===== config.mk =====
export PLATFORM = sky130hd
export DESIGN_NAME = imem_stream_loader_flat
export DESIGN_NICKNAME = d
export VERILOG_FILES = /design/src/rtl/imem_stream_loader_if.sv /design/src/rtl/imem_stream_loader.sv /design/src/flat_wrapper.sv
export SDC_FILE = /design/constraint.sdc
export NUM_CORES = 1
export LEC_CHECK = 0
export ABC_CLOCK_PERIOD_IN_PS = 2400
export BUFFER_PORTS_ARGS = -buffer_cell sky130_fd_sc_hd__buf_2
export CAP_MARGIN = 5
export CORE_MARGIN = 2
export CORE_UTILIZATION = 30
export DETAILED_ROUTE_END_ITERATION = 7
export PLACE_DENSITY_LB_ADDON = 0.05
export SLEW_MARGIN = 10
export SYNTH_ARGS = -nofsm -noshare
export SYNTH_HDL_FRONTEND = slang
export SYNTH_SLANG_ARGS = --single-unit

===== constraint.sdc =====
create_clock -name clock -period 2.4 [get_ports clock]
set_input_delay 0.12 -clock clock [delete_from_list [all_inputs] [get_ports clock]]
set_output_delay 0.12 -clock clock [all_outputs]
set_load 0.1 [all_outputs]

===== src/rtl/imem_stream_loader_if.sv =====
// Bundle of the loader's control, byte-stream and instruction-memory write signals.
// The loader uses the slave view; the controlling agent uses the master view.
interface imem_stream_loader_if #(
  parameter int unsigned ADDR_W = 10
);
  logic              start;
  logic              in_valid;
  logic [7:0]        in_data;
  logic              in_ready;
  logic              imem_we;
  logic [ADDR_W-1:0] imem_addr;
  logic [31:0]       imem_wdata;
  logic              cpu_hold;
  logic              load_done;
  logic              load_err;
  logic [ADDR_W:0]   words_loaded;

  modport master (
    output start, in_valid, in_data,
    input  in_ready, imem_we, imem_addr, imem_wdata, cpu_hold, load_done, load_err,
           words_loaded
  );

  modport slave (
    input  start, in_valid, in_data,
    output in_ready, imem_we, imem_addr, imem_wdata, cpu_hold, load_done, load_err,
           words_loaded
  );
endinterface


===== src/rtl/imem_stream_loader.sv =====
// Instruction-memory loader: takes a byte stream (16-bit BE word count, then BE words),
// writes words 0..N-1 and holds the CPU until a load completes.
module imem_stream_loader #(
  parameter int unsigned ADDR_W = 10,
  parameter int unsigned DEPTH  = 1024
) (
  input logic                 clock,
  input logic                 reset_n,
  imem_stream_loader_if.slave bus
);
  typedef enum logic [2:0] {StIdle, StLenHi, StLenLo, StData, StDone, StErr} state_e;

  state_e            r_state, w_state_nxt;
  logic [15:0]       r_len, w_len_nxt;
  logic [1:0]        r_bcnt, w_bcnt_nxt;
  logic [23:0]       r_part, w_part_nxt;
  logic              r_we, w_we_nxt;
  logic [ADDR_W-1:0] r_addr, w_addr_nxt;
  logic [31:0]       r_wdata, w_wdata_nxt;
  logic              r_hold, w_hold_nxt;
  logic              r_done, w_done_nxt;
  logic              r_err, w_err_nxt;
  logic [ADDR_W:0]   r_cnt, w_cnt_nxt;
  logic              w_hs, w_in_ready, w_last_wr;
  logic [15:0]       w_len_full;

  // The final word's write cycle must not swallow a stray byte beyond the stream.
  assign w_last_wr  = r_we && (32'(r_cnt) == 32'(r_len));
  assign w_in_ready = (r_state == StLenHi) || (r_state == StLenLo) ||
                      ((r_state == StData) && !w_last_wr);
  assign w_hs       = bus.in_valid && w_in_ready;
  assign w_len_full = {r_len[15:8], bus.in_data};

  always_ff @(posedge clock or negedge reset_n) begin
    if (!reset_n) begin
      r_state <= StIdle;
      r_len   <= '0;
      r_bcnt  <= '0;
      r_part  <= '0;
      r_we    <= 1'b0;
      r_addr  <= '0;
      r_wdata <= '0;
      r_hold  <= 1'b1;
      r_done  <= 1'b0;
      r_err   <= 1'b0;
      r_cnt   <= '0;
    end else begin
      r_state <= w_state_nxt;
      r_len   <= w_len_nxt;
      r_bcnt  <= w_bcnt_nxt;
      r_part  <= w_part_nxt;
      r_we    <= w_we_nxt;
      r_addr  <= w_addr_nxt;
      r_wdata <= w_wdata_nxt;
      r_hold  <= w_hold_nxt;
      r_done  <= w_done_nxt;
      r_err   <= w_err_nxt;
      r_cnt   <= w_cnt_nxt;
    end
  end

  always_comb begin
    w_state_nxt = r_state;
    w_len_nxt   = r_len;
    w_bcnt_nxt  = r_bcnt;
    w_part_nxt  = r_part;
    w_we_nxt    = 1'b0;
    w_addr_nxt  = r_addr;
    w_wdata_nxt = r_wdata;
    w_hold_nxt  = r_hold;
    w_done_nxt  = 1'b0;
    w_err_nxt   = r_err;
    w_cnt_nxt   = r_cnt;
    case (r_state)
      StIdle, StDone, StErr: begin
        if (bus.start) begin
          w_state_nxt = StLenHi;
          w_cnt_nxt   = '0;
          w_err_nxt   = 1'b0;
          w_hold_nxt  = 1'b1;
          w_bcnt_nxt  = '0;
        end
      end
      StLenHi: begin
        if (w_hs) begin
          w_len_nxt   = {bus.in_data, r_len[7:0]};
          w_state_nxt = StLenLo;
        end
      end
      StLenLo: begin
        if (w_hs) begin
          w_len_nxt = w_len_full;
          if (w_len_full == 16'd0) begin
            w_state_nxt = StDone;
            w_done_nxt  = 1'b1;
            w_hold_nxt  = 1'b0;
          end else if (32'(w_len_full) > DEPTH) begin
            w_state_nxt = StErr;
            w_err_nxt   = 1'b1;
          end else begin
            w_state_nxt = StData;
            w_bcnt_nxt  = '0;
          end
        end
      end
      StData: begin
        if (w_last_wr) begin
          w_state_nxt = StDone;
          w_done_nxt  = 1'b1;
          w_hold_nxt  = 1'b0;
        end else if (w_hs) begin
          w_part_nxt = {r_part[15:0], bus.in_data};
          w_bcnt_nxt = r_bcnt + 2'd1;
          if (r_bcnt == 2'd3) begin
            w_we_nxt    = 1'b1;
            w_addr_nxt  = r_cnt[ADDR_W-1:0];
            w_wdata_nxt = {r_part, bus.in_data};
            w_cnt_nxt   = r_cnt + 1'b1;
          end
        end
      end
      default: w_state_nxt = StIdle;
    endcase
  end

  assign bus.in_ready     = w_in_ready;
  assign bus.imem_we      = r_we;
  assign bus.imem_addr    = r_addr;
  assign bus.imem_wdata   = r_wdata;
  assign bus.cpu_hold     = r_hold;
  assign bus.load_done    = r_done;
  assign bus.load_err     = r_err;
  assign bus.words_loaded = r_cnt;
endmodule


===== src/flat_wrapper.sv =====
// flat-port wrapper written by rule: the top's interface ports become plain ports
module imem_stream_loader_flat 
#(
  parameter int unsigned ADDR_W = 10,
  parameter int unsigned DEPTH  = 1024
)
  (clock, reset_n, bus_start, bus_in_valid, bus_in_data, bus_in_ready, bus_imem_we, bus_imem_addr, bus_imem_wdata, bus_cpu_hold, bus_load_done, bus_load_err, bus_words_loaded);
  imem_stream_loader_if #(.ADDR_W(ADDR_W)) bus_i ();
  input logic clock;
  input logic reset_n;
  input wire logic [$bits(bus_i.start)-1:0] bus_start;
  input wire logic [$bits(bus_i.in_valid)-1:0] bus_in_valid;
  input wire logic [$bits(bus_i.in_data)-1:0] bus_in_data;
  output wire logic [$bits(bus_i.in_ready)-1:0] bus_in_ready;
  output wire logic [$bits(bus_i.imem_we)-1:0] bus_imem_we;
  output wire logic [$bits(bus_i.imem_addr)-1:0] bus_imem_addr;
  output wire logic [$bits(bus_i.imem_wdata)-1:0] bus_imem_wdata;
  output wire logic [$bits(bus_i.cpu_hold)-1:0] bus_cpu_hold;
  output wire logic [$bits(bus_i.load_done)-1:0] bus_load_done;
  output wire logic [$bits(bus_i.load_err)-1:0] bus_load_err;
  output wire logic [$bits(bus_i.words_loaded)-1:0] bus_words_loaded;
  assign bus_i.start = bus_start;
  assign bus_i.in_valid = bus_in_valid;
  assign bus_i.in_data = bus_in_data;
  assign bus_in_ready = bus_i.in_ready;
  assign bus_imem_we = bus_i.imem_we;
  assign bus_imem_addr = bus_i.imem_addr;
  assign bus_imem_wdata = bus_i.imem_wdata;
  assign bus_cpu_hold = bus_i.cpu_hold;
  assign bus_load_done = bus_i.load_done;
  assign bus_load_err = bus_i.load_err;
  assign bus_words_loaded = bus_i.words_loaded;
  imem_stream_loader #(.ADDR_W(ADDR_W), .DEPTH(DEPTH)) u_core (.clock(clock), .reset_n(reset_n), .bus(bus_i));
endmodule

Word-level counts from Yosys, hierarchy flattened
Index checks and enable logic that the tools add are counted.
W data, S select, Z words.
- add/subtract/negate cells: 2
- divide/modulo/power cells: 0
- multipliers: 0
- eq/ne operators: 18
- multiplexer cells: 40
- shifts and indexed selects: 0
- reductions and logical operators: 21
- bitwise gates (word level): 3
- order comparisons: 1
- operator list (cell ; count):
    $mux W11 ; 4
    $pmux W16 S2 ; 1
    $pmux W11 S2 ; 1
    $mux W3 ; 6
    $eq A11 B16 Y1 ; 1
    $gt A16 B11 Y1 const B ; 1
    $logic_not A16 Y1 ; 1
    $mux W16 ; 1
    $mux W1 ; 15
    $reduce_and A5 Y1 ; 3
    $ne A2 B2 Y1 const B ; 7
    $mux W2 ; 6
    $pmux W3 S4 ; 1
    $add A11 B1 Y11 const B ; 1
    $reduce_and A3 Y1 ; 3
    $mux W8 ; 1
    $ne A2 B1 Y1 const B ; 4
    $reduce_and A4 Y1 ; 2
    $reduce_and A7 Y1 ; 1
    $eq A3 B2 Y1 const B ; 2
    $eq A3 B3 Y1 const B ; 2
    $pmux W2 S3 ; 1
    $pmux W1 S2 ; 2
    $reduce_bool A2 Y1 ; 2
    11 further kinds ; 16
- output and inout bits: 58
- register bits after elaboration: 102
- latch bits: 0
- RAM bits: 0
- memories: 0
- bits in read-only memories: 0

Depth between registers and ports, before layout
- depth after elaboration: 9
- mapped depth: 8
- gate-level depth less buffers: 6

Worst setup path after synthesis
No wires, ideal clock.
- kind: flip-flop to output port
- from: register u_core.r_cnt[7], in the netlist u_core.bus.words_loaded[7]
- to: output bus_in_ready
- slack: -1570 ps
- buffers on the path: 1
- arrival time: 3850 ps
- stages on the path, launching flop included: 7
- data required time: 2280 ps
- path through: dfrtp_1 > xnor2_1 > nand4b_1 > nor4_4 > clkbuf_1 > and3_1 > nor3_1
- cells in the longest elaborated chain, start to end: 5
- RTL lines (what ; RTL line ; RTL):
    from (decl) ; imem_stream_loader.sv:23 ; logic [ADDR_W:0] r_cnt, w_cnt_nxt;
    from (signal assigned) ; imem_stream_loader.sv:58 ; r_cnt <= w_cnt_nxt;
    $eq A11 B16 Y1 ; imem_stream_loader.sv:28 ; assign w_last_wr = r_we && (32'(r_cnt) == 32'(r_len));
    $logic_and A1 B1 Y1 ; imem_stream_loader.sv:28 ;
    $logic_not A1 Y1 ; imem_stream_loader.sv:30 ; ((r_state == StData) && !w_last_wr);
    $logic_and A1 B1 Y1 ; imem_stream_loader.sv:30 ;
    $logic_or A1 B1 Y1 ; imem_stream_loader.sv:29 ; assign w_in_ready = (r_state == StLenHi) || (r_state == StLenLo) ||
    to (decl) ; flat_wrapper.sv:14 ; output wire logic [$bits(bus_i.in_ready)-1:0] bus_in_ready;
Every way passes these cells.

Final worst setup path
- from: register u_core.r_len[3]
- to: output bus_in_ready
- cells in the longest elaborated chain, start to end: 5
- RTL lines (what ; RTL line ; RTL):
    from (decl) ; imem_stream_loader.sv:14 ; logic [15:0] r_len, w_len_nxt;
    from (signal assigned) ; imem_stream_loader.sv:49 ; r_len <= w_len_nxt;
    $eq A11 B16 Y1 ; imem_stream_loader.sv:28 ;
    $logic_and A1 B1 Y1 ; imem_stream_loader.sv:28 ;
    $logic_not A1 Y1 ; imem_stream_loader.sv:30 ;
    $logic_and A1 B1 Y1 ; imem_stream_loader.sv:30 ;
    $logic_or A1 B1 Y1 ; imem_stream_loader.sv:29 ;
Every way passes these cells.

==> qor.log <==
qor: critical_path.cp-end-kind primary output
qor: placement.io_buffers 69
qor: critical_path.reg2reg_setup_slack 170 ps
qor: placement.place.gp.congestion 0.771
qor: routing.detailedRoute.firstPassIterationCount 4
qor: die.floorplan.initialDensity 30.9%
qor: die.vertical_die_dimension 127 um
qor: sta.skew 7.04 ps
qor: cells_and_area.diodes 0
qor: critical_path.path_class register to primary output
qor: sta.max-slew-margin-rel 59.4%
qor: routing.viasPerCell 4.82
qor: routing.drc 0
qor: clock_network.clock_sink_count 102
qor: global_routing.grt_pass1_wl 17500 um
qor: critical_path.worst_r2r_startpoint u_core.r_len[3]
qor: global_routing.globalRouteOverflowTotal 0
qor: die.floorplan.core_area 14600 um2
qor: global_routing.grt_max_degree 103
qor: critical_path.worstPathArrival 2180 ps
qor: sta.min_period_over_period 95.7%
qor: critical_path.worstPathRequired 2280 ps
qor: clock_network.clk_pin_slew 70 ps
qor: die.die_width 127 um
qor: run_status.status finished clean
qor: clock_network.cts_max_path_buffers 2
qor: sta.timing_hold_violations_final 0
qor: routing.drt_wl_total 10800 um
qor: routing.initialDrtViolationCount 131
qor: sta.period_needed 2300 ps
qor: synthesis.syn-num-nets 355
qor: global_routing.grt_pass1_vias 3037
qor: sta.final_max_tran_viols 0
qor: cells_and_area.area_growth 24.2%
qor: clock_network.clkLatencyLatePin 350 ps
qor: cells_and_area.number_of_fill_cells 1449
qor: synthesis.synth_compound_area_share 6.35%
qor: routing.postRouteAntennaNets 0
qor: job.max_cap_viol_count 0
qor: clock_network.cts_inserted_buffers 9
qor: routing.drt-wirelength-per-cell 17.4 um
qor: synthesis.number_of_flops_mapped_to_enable_cells_by_yosys 0
qor: min_path.timing.hold.worst.start bus_in_data[7]
qor: synthesis.synth.ff_latch_count 102
qor: global_routing.grt.total_usage 14.2%
qor: synthesis.yosysSeqAreaShare 56.4%
qor: synthesis.synth-async-reset-ratio 100%
qor: critical_path.critical_path.reg2reg.endpoint u_core.r_part[9]
qor: synthesis.commonest_register_cell_after_synthesis dfrtp_1
qor: placement.place_hpwl 7250 um
qor: synthesis.post_synth_num_cell_types 51
qor: synthesis.synth.cell_area 4530 um2
qor: critical_path.depth_of_the_worst_register_to_register_path 6
qor: synthesis.yosysWarningCount 0
qor: cells_and_area.finalNetCount 445
qor: synthesis.largest_family_of_logic_cells_by_synthesized_area multiplexers
qor: die.boundaryPins 70
qor: synthesis.synthCells 341
qor: synthesis.synth_xor_area_share 2.29%
qor: critical_path.cp_max_fo 2
qor: clock_network.tritoncts done
qor: min_path.hold_end u_core.r_len[15]
qor: sta.setup_viol 0
qor: synthesis.syn-mean-instance-area 13.3 um2
qor: cells_and_area.fraction_of_layout_instances_using_a_drive_strength_above_1 49.8%
qor: routing.num_vias 2986
qor: global_routing.antenna_found_initial 0
qor: min_path.timing.hold.worst.class input port to register
qor: die.placement_rows 44
qor: die.die-area 16100 um2
qor: sta.worst_pin_slew 608 ps
qor: critical_path.crit_path_start_kind register
qor: synthesis.synth-simple-area-share 10.6%
qor: clock_network.clk_root_buffer_cell clkbuf_16
qor: clock_network.cts.htree.levels 3
qor: cells_and_area.instances_no_fill 620
qor: sta.fmax 436 MHz
qor: synthesis.post_synth_fa_ha_maj_area_fraction 0.552%
qor: min_path.timing.hold.worst_path_depth 2
qor: synthesis.synth.mux.area_fraction 20.4%
qor: placement.placed_cells 595
-- worst max-delay path, stage by stage, from the launching register on --
cell     delay [ps]
dfrtp_1         420
xnor2_1         200
nand4_1         200
nor4_4          360
buf_6           150
and3_4          200
nor3_4           40
buf_4           230
-- cells by family (layout without fill, tap and decap cells) --
family	after synthesis	count (layout)
compound gates	44	44
xor+xnor	11	11
fa+ha+maj	2	2
buf+inv	31	126
flops	102	102
mux	76	76
simple gates	75	75
-- sequential cells by signal, indices dropped and copies added, names as in the netlist --
name and count:
u_core.bus.load_err 1, u_core.bus.imem_wdata 32, u_core.r_len 16, u_core.bus.cpu_hold 1, u_core.bus.load_done 1, u_core.bus.imem_we 1, u_core.r_bcnt 2, u_core.r_state 3
u_core.bus.words_loaded 11, u_core.bus.imem_addr 10, u_core.r_part 24
-- per-stage QoR --
step / setup TNS, ps / utilization, % / instance area, um2 / setup WS (ps) / hold slack, ps
6_report: 0 / 38.4 / 5630 / 104 / 76.0
5_1_grt: -27.3 / 38.4 / 5630 / -27.3 / 63.0
4_1_cts: 0 / 38.0 / 5570 / 20.9 / 65.8
3_5_place_dp: 0 / 35.4 / 5190 / 142 / 245
3_3_place_gp: 0 / 35.4 / 5190 / 183 / 245
2_1_floorplan: 0 / - / 4560 / 2.40 / -176
-- placed cells by master (no fill, tap or decap), types with 2 or more instances in the layout --
cell type	instances
dfrtp_2	10
inv_6	2
o211ai_1	7
a31o_2	2
nand4_1	4
or2_2	2
xnor2_1	6
or4b_2	3
and3_1	2
a21oi_1	3
inv_1	13
nor2b_1	4
mux2_4	19
xnor2_2	4
clkbuf_16	9
dfrtp_1	90
nor4_1	5
ha_1	2
mux2_2	54
nor4_4	2
clkbuf_8	3
nand3_1	14
o21ai_0	20
buf_4	25
nor2_1	4
nand2_1	14
nand4b_1	2
mux2i_1	3
or4_1	8
o221ai_1	2
buf_2	68
-- per-layer routing --
layer  up-vias  GRT usage [%]  wire (um)
li1       1414              -          -
met1      1503           19.8       5260
met2        60           21.7       4990
met3         9           4.05        436
met4         0           4.07        123
met5         -              0          0
-- area by class of cell --
| class | count | area, um2 | share of cell area [%] |
|---|---|---|---|
| inverters | 14 | 57.6 | 1.02 |
| flip-flops and latches | 102 | 2570 | 45.7 |
| clock inverters | 4 | 52.6 | 0.934 |
| clock buffers | 12 | 267 | 4.74 |
| multi-input cells | 208 | 1880 | 33.4 |
| repair buffers | 96 | 569 | 10.1 |
| well taps | 184 | 230 | 4.09 |
-- synthesized netlist by cell type (5+ instances only) --
library cell / number / share of area, %
nor4_1: 5 / 0.69
nand3_1: 14 / 1.5
inv_1: 13 / 1.1
o211ai_1: 7 / 1.2
dfrtp_1: 101 / 56
mux2_4: 19 / 6.3
nand2_1: 14 / 1.2
xnor2_1: 10 / 1.9
mux2_2: 54 / 13
or4_1: 8 / 1.3
clkbuf_1: 7 / 0.58
o21ai_0: 20 / 2.2
-- timing repair --
item                                    CTS  global route
gates cloned                              1             0
endpoints found under the setup margin    1            31
hold endpoints to repair                101             0
hold buffers                              1             0
gates resized for setup                   3             5
buffers inserted                          4             3
pin swaps                                 1             4
-- worst max-delay path by stage --
stage / from / to / slack [ps] / cells after the start
after detailed placement: u_core.bus.words_loaded[1] / u_core.bus.imem_wdata[28] / 140 / 6
after CTS: u_core.bus.words_loaded[2] / u_core.bus.imem_wdata[20] / 20 / 7
final: u_core.r_len[3] / bus_in_ready / 100 / 7
after floorplan: u_core.bus.words_loaded[2] / bus_in_ready / 2 / 7
after global placement: u_core.r_len[10] / u_core.bus.imem_wdata[19] / 180 / 6
after global routing: u_core.r_len[13] / bus_in_ready / -30 / 7
Power is not shown: default switching activity piles up to over one toggle a cycle in this logic, so the estimate is an artifact.
